<file path="src/rtl/muldiv_alu_pkg.sv">
// Shared definitions for the iterative multiply/divide unit: operation codes,
// comparison flags (common with the ALU) and controller states.
package muldiv_alu_pkg;

    typedef enum logic [2:0] {
        MD_MUL    = 3'd0,
        MD_MULH   = 3'd1,
        MD_MULHSU = 3'd2,
        MD_MULHU  = 3'd3,
        MD_DIV    = 3'd4,
        MD_DIVU   = 3'd5,
        MD_REM    = 3'd6,
        MD_REMU   = 3'd7
    } md_op_e;

    localparam logic [1:0] CMP_EQUAL   = 2'b00;
    localparam logic [1:0] CMP_GREATER = 2'b01;
    localparam logic [1:0] CMP_LESS    = 2'b10;
    localparam logic [1:0] CMP_OTHER   = 2'b11;

    typedef enum logic [1:0] {
        S_IDLE = 2'd0,
        S_CALC = 2'd1,
        S_FIX  = 2'd2,
        S_DONE = 2'd3
    } state_e;

    function automatic logic [1:0] cmp_of(input logic is_zero, input logic msb);
        if (is_zero)  return CMP_EQUAL;
        else if (msb) return CMP_LESS;
        else          return CMP_GREATER;
    endfunction

endpackage

</file>
<file path="src/rtl/md_signfix.sv">
// Conditional two's-complement negate; gives |x| on the way in and restores
// the sign of the product/quotient/remainder on the way out.
module md_signfix #(
    parameter int W = 32
) (
    input  logic [W-1:0] val_i,
    input  logic         neg_i,
    output logic [W-1:0] val_o
);

    assign val_o = neg_i ? (~val_i + {{(W-1){1'b0}}, 1'b1}) : val_i;

endmodule

</file>
<file path="src/rtl/muldiv_alu.sv">
// Iterative RV32M multiply/divide unit: one bit per cycle, shift-add multiply
// and restoring divide sharing a single WIDTH+1 bit adder.
module muldiv_alu
    import muldiv_alu_pkg::*;
#(
    parameter  int WIDTH = 32,
    localparam int CNT_W = $clog2(WIDTH) + 1
) (
    input  logic             clk,
    input  logic             rst,
    input  logic             start,
    input  logic [2:0]       md_op,
    input  logic [WIDTH-1:0] operandA,
    input  logic [WIDTH-1:0] operandB,
    output logic             busy,
    output logic             done,
    output logic [WIDTH-1:0] result,
    output logic [1:0]       cmp
);

    localparam logic [WIDTH-1:0] MIN_VAL = {1'b1, {(WIDTH-1){1'b0}}};

    state_e             state_q, state_d;
    logic [CNT_W-1:0]   cnt_q, cnt_d;
    md_op_e             op_q, op_d;
    logic               neg_q, neg_d;
    logic [2*WIDTH-1:0] prod_q, prod_d;
    logic [WIDTH-1:0]   rem_q, rem_d;
    logic [WIDTH-1:0]   opb_q, opb_d;
    logic [WIDTH-1:0]   result_q, result_d;
    logic [1:0]         cmp_q, cmp_d;

    md_op_e             op_in;
    logic               signed_a, signed_b, sa, sb, neg_in;
    logic               b_zero, ovf, fast;
    logic [WIDTH-1:0]   abs_a, abs_b, fast_res;
    logic [WIDTH:0]     shifted, add_a, add_b, add_sum;
    logic               add_cin;
    logic [WIDTH-1:0]   div_sel, res_fix;
    logic [2*WIDTH-1:0] fix_in, fix_out;

    // Operand decode for the accepting cycle
    assign op_in    = md_op_e'(md_op);
    assign signed_a = (op_in == MD_MUL) || (op_in == MD_MULH) || (op_in == MD_MULHSU)
                   || (op_in == MD_DIV) || (op_in == MD_REM);
    assign signed_b = (op_in == MD_MUL) || (op_in == MD_MULH)
                   || (op_in == MD_DIV) || (op_in == MD_REM);
    assign sa       = signed_a & operandA[WIDTH-1];
    assign sb       = signed_b & operandB[WIDTH-1];
    // Remainder follows the dividend; everything else follows the sign product
    assign neg_in   = (op_in == MD_REM) ? sa : (sa ^ sb);

    assign b_zero = (operandB == '0);
    assign ovf    = ((op_in == MD_DIV) || (op_in == MD_REM))
                 && (operandA == MIN_VAL) && (&operandB);
    assign fast   = op_in[2] && (b_zero || ovf);

    always_comb begin
        fast_res = '0;
        if (b_zero) fast_res = op_in[1] ? operandA : '1;
        else        fast_res = op_in[1] ? '0 : MIN_VAL;
    end

    md_signfix #(.W(WIDTH)) u_abs_a (.val_i(operandA), .neg_i(sa), .val_o(abs_a));
    md_signfix #(.W(WIDTH)) u_abs_b (.val_i(operandB), .neg_i(sb), .val_o(abs_b));

    // Shared adder: add multiplicand into the high half, or trial-subtract divisor
    assign shifted = {rem_q, prod_q[WIDTH-1]};

    always_comb begin
        add_a   = '0;
        add_b   = '0;
        add_cin = 1'b0;
        if (op_q[2]) begin
            add_a   = shifted;
            add_b   = ~{1'b0, opb_q};
            add_cin = 1'b1;
        end else begin
            add_a   = {1'b0, prod_q[2*WIDTH-1:WIDTH]};
            add_b   = prod_q[0] ? {1'b0, opb_q} : '0;
        end
    end

    assign add_sum = add_a + add_b + {{WIDTH{1'b0}}, add_cin};

    // Output sign correction and half selection
    assign div_sel = op_q[1] ? rem_q : prod_q[WIDTH-1:0];
    assign fix_in  = op_q[2] ? {{WIDTH{1'b0}}, div_sel} : prod_q;

    md_signfix #(.W(2*WIDTH)) u_fix (.val_i(fix_in), .neg_i(neg_q), .val_o(fix_out));

    assign res_fix = (op_q[2] || (op_q[1:0] == 2'b00)) ? fix_out[WIDTH-1:0]
                                                        : fix_out[2*WIDTH-1:WIDTH];

    always_comb begin
        state_d  = state_q;
        cnt_d    = cnt_q;
        op_d     = op_q;
        neg_d    = neg_q;
        prod_d   = prod_q;
        rem_d    = rem_q;
        opb_d    = opb_q;
        result_d = result_q;
        cmp_d    = cmp_q;
        case (state_q)
            S_IDLE, S_DONE: begin
                if (state_q == S_DONE) state_d = S_IDLE;
                if (start) begin
                    op_d  = op_in;
                    neg_d = neg_in;
                    if (fast) begin
                        state_d  = S_DONE;
                        result_d = fast_res;
                        cmp_d    = cmp_of(fast_res == '0, fast_res[WIDTH-1]);
                    end else begin
                        state_d = S_CALC;
                        cnt_d   = CNT_W'(WIDTH - 1);
                        prod_d  = {{WIDTH{1'b0}}, (op_in[2] ? abs_a : abs_b)};
                        opb_d   = op_in[2] ? abs_b : abs_a;
                        rem_d   = '0;
                    end
                end
            end
            S_CALC: begin
                if (op_q[2]) begin
                    // Non-negative trial difference means the divisor fits
                    if (!add_sum[WIDTH]) begin
                        rem_d              = add_sum[WIDTH-1:0];
                        prod_d[WIDTH-1:0]  = {prod_q[WIDTH-2:0], 1'b1};
                    end else begin
                        rem_d              = shifted[WIDTH-1:0];
                        prod_d[WIDTH-1:0]  = {prod_q[WIDTH-2:0], 1'b0};
                    end
                end else begin
                    prod_d = {add_sum, prod_q[WIDTH-1:1]};
                end
                if (cnt_q == '0) state_d = S_FIX;
                else             cnt_d   = cnt_q - CNT_W'(1);
            end
            S_FIX: begin
                state_d  = S_DONE;
                result_d = res_fix;
                cmp_d    = cmp_of(res_fix == '0, res_fix[WIDTH-1]);
            end
            default: state_d = S_IDLE;
        endcase
    end

    always_ff @(posedge clk) begin
        if (rst) begin
            state_q  <= S_IDLE;
            cnt_q    <= '0;
            result_q <= '0;
            cmp_q    <= CMP_EQUAL;
        end else begin
            state_q  <= state_d;
            cnt_q    <= cnt_d;
            result_q <= result_d;
            cmp_q    <= cmp_d;
        end
    end

    always_ff @(posedge clk) begin
        op_q   <= op_d;
        neg_q  <= neg_d;
        prod_q <= prod_d;
        rem_q  <= rem_d;
        opb_q  <= opb_d;
    end

    assign busy   = (state_q == S_CALC) || (state_q == S_FIX);
    assign done   = (state_q == S_DONE);
    assign result = result_q;
    assign cmp    = cmp_q;

endmodule

</file>
<file path="config.mk">
export PLATFORM = sky130hd
export DESIGN_NAME = muldiv_alu
export DESIGN_NICKNAME = d
export VERILOG_FILES = /design/src/rtl/muldiv_alu_pkg.sv /design/src/rtl/md_signfix.sv /design/src/rtl/muldiv_alu.sv
export SDC_FILE = /design/constraint.sdc
export NUM_CORES = 1
export LEC_CHECK = 0
export BUFFER_PORTS_ARGS = -buffer_cell sky130_fd_sc_hd__buf_2
export CAP_MARGIN = 25
export CORE_MARGIN = 5
export CORE_UTILIZATION = 55
export DETAILED_ROUTE_END_ITERATION = 8
export PLACE_DENSITY = 0.74
export SLEW_MARGIN = 20
export SYNTH_ARGS = -nofsm -noshare
export SYNTH_HDL_FRONTEND = slang
export SYNTH_SLANG_ARGS = --single-unit
</file>
<file path="constraint.sdc">
create_clock -name clk -period 18.1 [get_ports clk]
set_clock_uncertainty 0.1 [all_clocks]
set_input_delay 2.715 -clock clk [delete_from_list [all_inputs] [get_ports clk]]
set_output_delay 2.715 -clock clk [all_outputs]
set_load 0.05 [all_outputs]
</file>
==> results.yml <==
status:
  status: "finished, final reports clean"
logic_synthesis:
  synthesis.area_sq_um: 15000
  synth.yosys.seq_area_share: 0.319
  syn_inst: 1755
  synth_ff_type: "edfxtp_1"
  synth_warnings: 0
  synth_top_area_share: 0.263
  synthTopCellsByArea: "edfxtp_1 (26%), mux2i_1 (8.0%), dfxtp_1 (5.6%)"
  synth_area_per_cell_sq_um: 8.57
  yosysTopAreaCell: "edfxtp_1"
  ys_async_sr_fraction: 0
  synth_seq_cells: 174
  syn_nets: 1867
  synth.distinct_cells: 83
  synth_enable_flop_cells: 132
detailed_routing:
  routedWlPerCell_um: 25.3
  firstDrtPassIters: 7
  viasPerCell: 6.85
  route.detailed.drc: 0
  drt_iter0_drc: 2210
  routed_wl_um: 54000
  routed-via-count: 14600
  postRouteAntennaNets: 0
cells_and_area:
  final_common_cell: "nor2_1"
  drive_above_1_share: 0.122
  num_antenna_cells: 0
  fill_cells: 2389
  final_nets: 1895
  area_growth_pct: 8.96
  mostFrequentLayoutCells: "nor2_1 (165), nand2_1 (136), edfxtp_1 (132)"
cts:
  clk_pin_slew_ps: 80
  root_buffer: "clkbuf_16"
  h-tree-depth: 4
  post-cts-setup-buffer-count: 0
  tritoncts: "built"
  cts_made_buffers: 17
  clockBufferDepth: 2
  cts_hold_buf: 0
  post_cts_resized: 0
  clk_latency_ps: 450
  numClockSinks: 174
global_routing:
  antenna_found_initial: 0
  grt_max_degree: 142
  grt-ovfl-total: 0
  first_global_vias: 13100
  grt_pass1_wl_um: 79900
  gr-usage-all-layers: 0.339
die:
  num_io_pins: 106
  die_y_um: 175
  die-area_sq_um: 30800
  core_area_sq_um: 27000
  rows: 60
  start_util: 0.558
  chipWidth_um: 175
worst_setup_path:
  start_kind: "primary input"
  crit_type: "primary input to flop"
  end_kind: "flop"
  cp_max_fo: 67
  arrival_ps: 7030
  worstPathRequired_ps: 18320
placement:
  place_worst_setup_slack_ps: 10950
  gp_congestion: 0.991
  portBuffers: 105
  dpl.hpwl_um: 40600
timing:
  grt_setup_unrepaired: "false"
  worst_slack_ps: 11280
  period_share: 0.377
  tightestPinTransition_ps: 968
  report.final.slew_viol_count: 0
  min_period_ps: 6820
  slew_headroom: 0.353
  tns_ps: 0
  finalHoldViolations: 0
  setup_viol_count_final: 0
  fmax_ghz: 0.147
worst_hold_path:
  min_path_type: "flop to flop"
power:
  ir_worst_vdd_mv: 0.0876
  total_power_uw: 3180
  powerDensity_nw_per_um2: 194
  p_leak_uw: 0.00635
flow_run:
  cap_violations: 0
metal layers:
layer / vias up / GRT usage / part of all wire
met5: - / 0 / 0
met3: 132 / 0.0618 / 0.11
met2: 911 / 0.514 / 0.44
li1: 6685 / - / -
met4: 0 / 0.148 / 0.051
met1: 6903 / 0.474 / 0.40
critical path, cell delays in order:
cell     delay (ps)
buf_2           130
or4_1           610
or4_1           470
or3_1           410
o32ai_2         470
a31o_2          230
buf_4           480
o41a_1          290
or4b_1          440
or4_1           500
nor4_2          160
a31oi_1         120
final timing paths:
kind                start         end  slack [ps]  cells after the start
min reg2reg    result[31]  result[31]         370                      1
min            result[31]  result[31]         370                      1
max reg2reg       op_q[2]   rem_q[11]       11690                     18
max          operandB[10]      cmp[0]       11280                     12
synth_stat cells (all sizes together) (5+ instances only):
| cell type | number |
|---|---|
| a211o | 17 |
| a211oi | 41 |
| a21o | 27 |
| a21oi | 130 |
| a22oi | 5 |
| a311oi | 7 |
| a31o | 9 |
| a31oi | 17 |
| a41oi | 7 |
| and2 | 22 |
| and3 | 12 |
| buf | 24 |
| clkbuf | 92 |
| dfxtp | 42 |
| edfxtp | 132 |
| ha | 40 |
| inv | 31 |
| mux2 | 29 |
| mux2i | 121 |
| nand2 | 136 |
| nand2b | 22 |
| nand3 | 34 |
| nand4 | 16 |
| nand4b | 5 |
| nand4bb | 9 |
| nor2 | 166 |
| nor2b | 28 |
| nor3 | 65 |
| nor3b | 5 |
| nor4 | 24 |
| o2111ai | 5 |
| o211ai | 10 |
| o21a | 12 |
| o21ai | 111 |
| o22a | 24 |
| o311ai | 5 |
| o31ai | 35 |
| o41ai | 12 |
| or2 | 6 |
| or3 | 12 |
| or4 | 16 |
| xnor2 | 65 |
| xor2 | 63 |
registers in the layout (all words and copies together), names as in the netlist:
register / flops
cmp: 2
cnt_q: 6
neg_q: 1
op_q: 3
opb_q: 32
prod_q: 64
rem_q: 32
result: 32
state_q: 2
logic make-up (layout without fill, tap and decap cells):
group                      count (synthesis)  in the layout  synth area share
AOI/OAI and AO/OA                        511            511             0.226
muxes                                    150            150             0.102
DFF                                      174            174             0.319
xor gates and xnor gates                 128            128            0.0745
buffers and inverters                    149            190            0.0388
and+or+nand+nor                          601            601             0.203
adders and majority gates                 42             42            0.0359
stage by stage:
step / hold slack (ps) / utilization / instances / instance area, sq um
after global routing: 400 / 0.608 / 2137 / 16400
final: 366 / 0.608 / 2137 / 16400
after global placement: 348 / 0.584 / 2104 / 15700
after CTS: 368 / 0.608 / 2137 / 16400
after floorplan: 350 / - / 1755 / 15000
after detailed placement: 351 / 0.585 / 2105 / 15800
cell type report:
cell class / instances / area [sq um] / share of cell area
timing repair buffer: 125 / 708 / 0.0432
inverter: 33 / 124 / 0.00756
sequential: 174 / 4800 / 0.293
multi-input combinational: 1432 / 9700 / 0.592
clock inverter: 15 / 204 / 0.0124
tap: 341 / 427 / 0.0260
clock buffer: 17 / 425 / 0.0259
where the power goes:
group          switching (uW)  internal [uW]
combinational            1150            686
clock                     202            191
sequential                271            675
No activity file was read; power rests on OpenSTA's default activity.
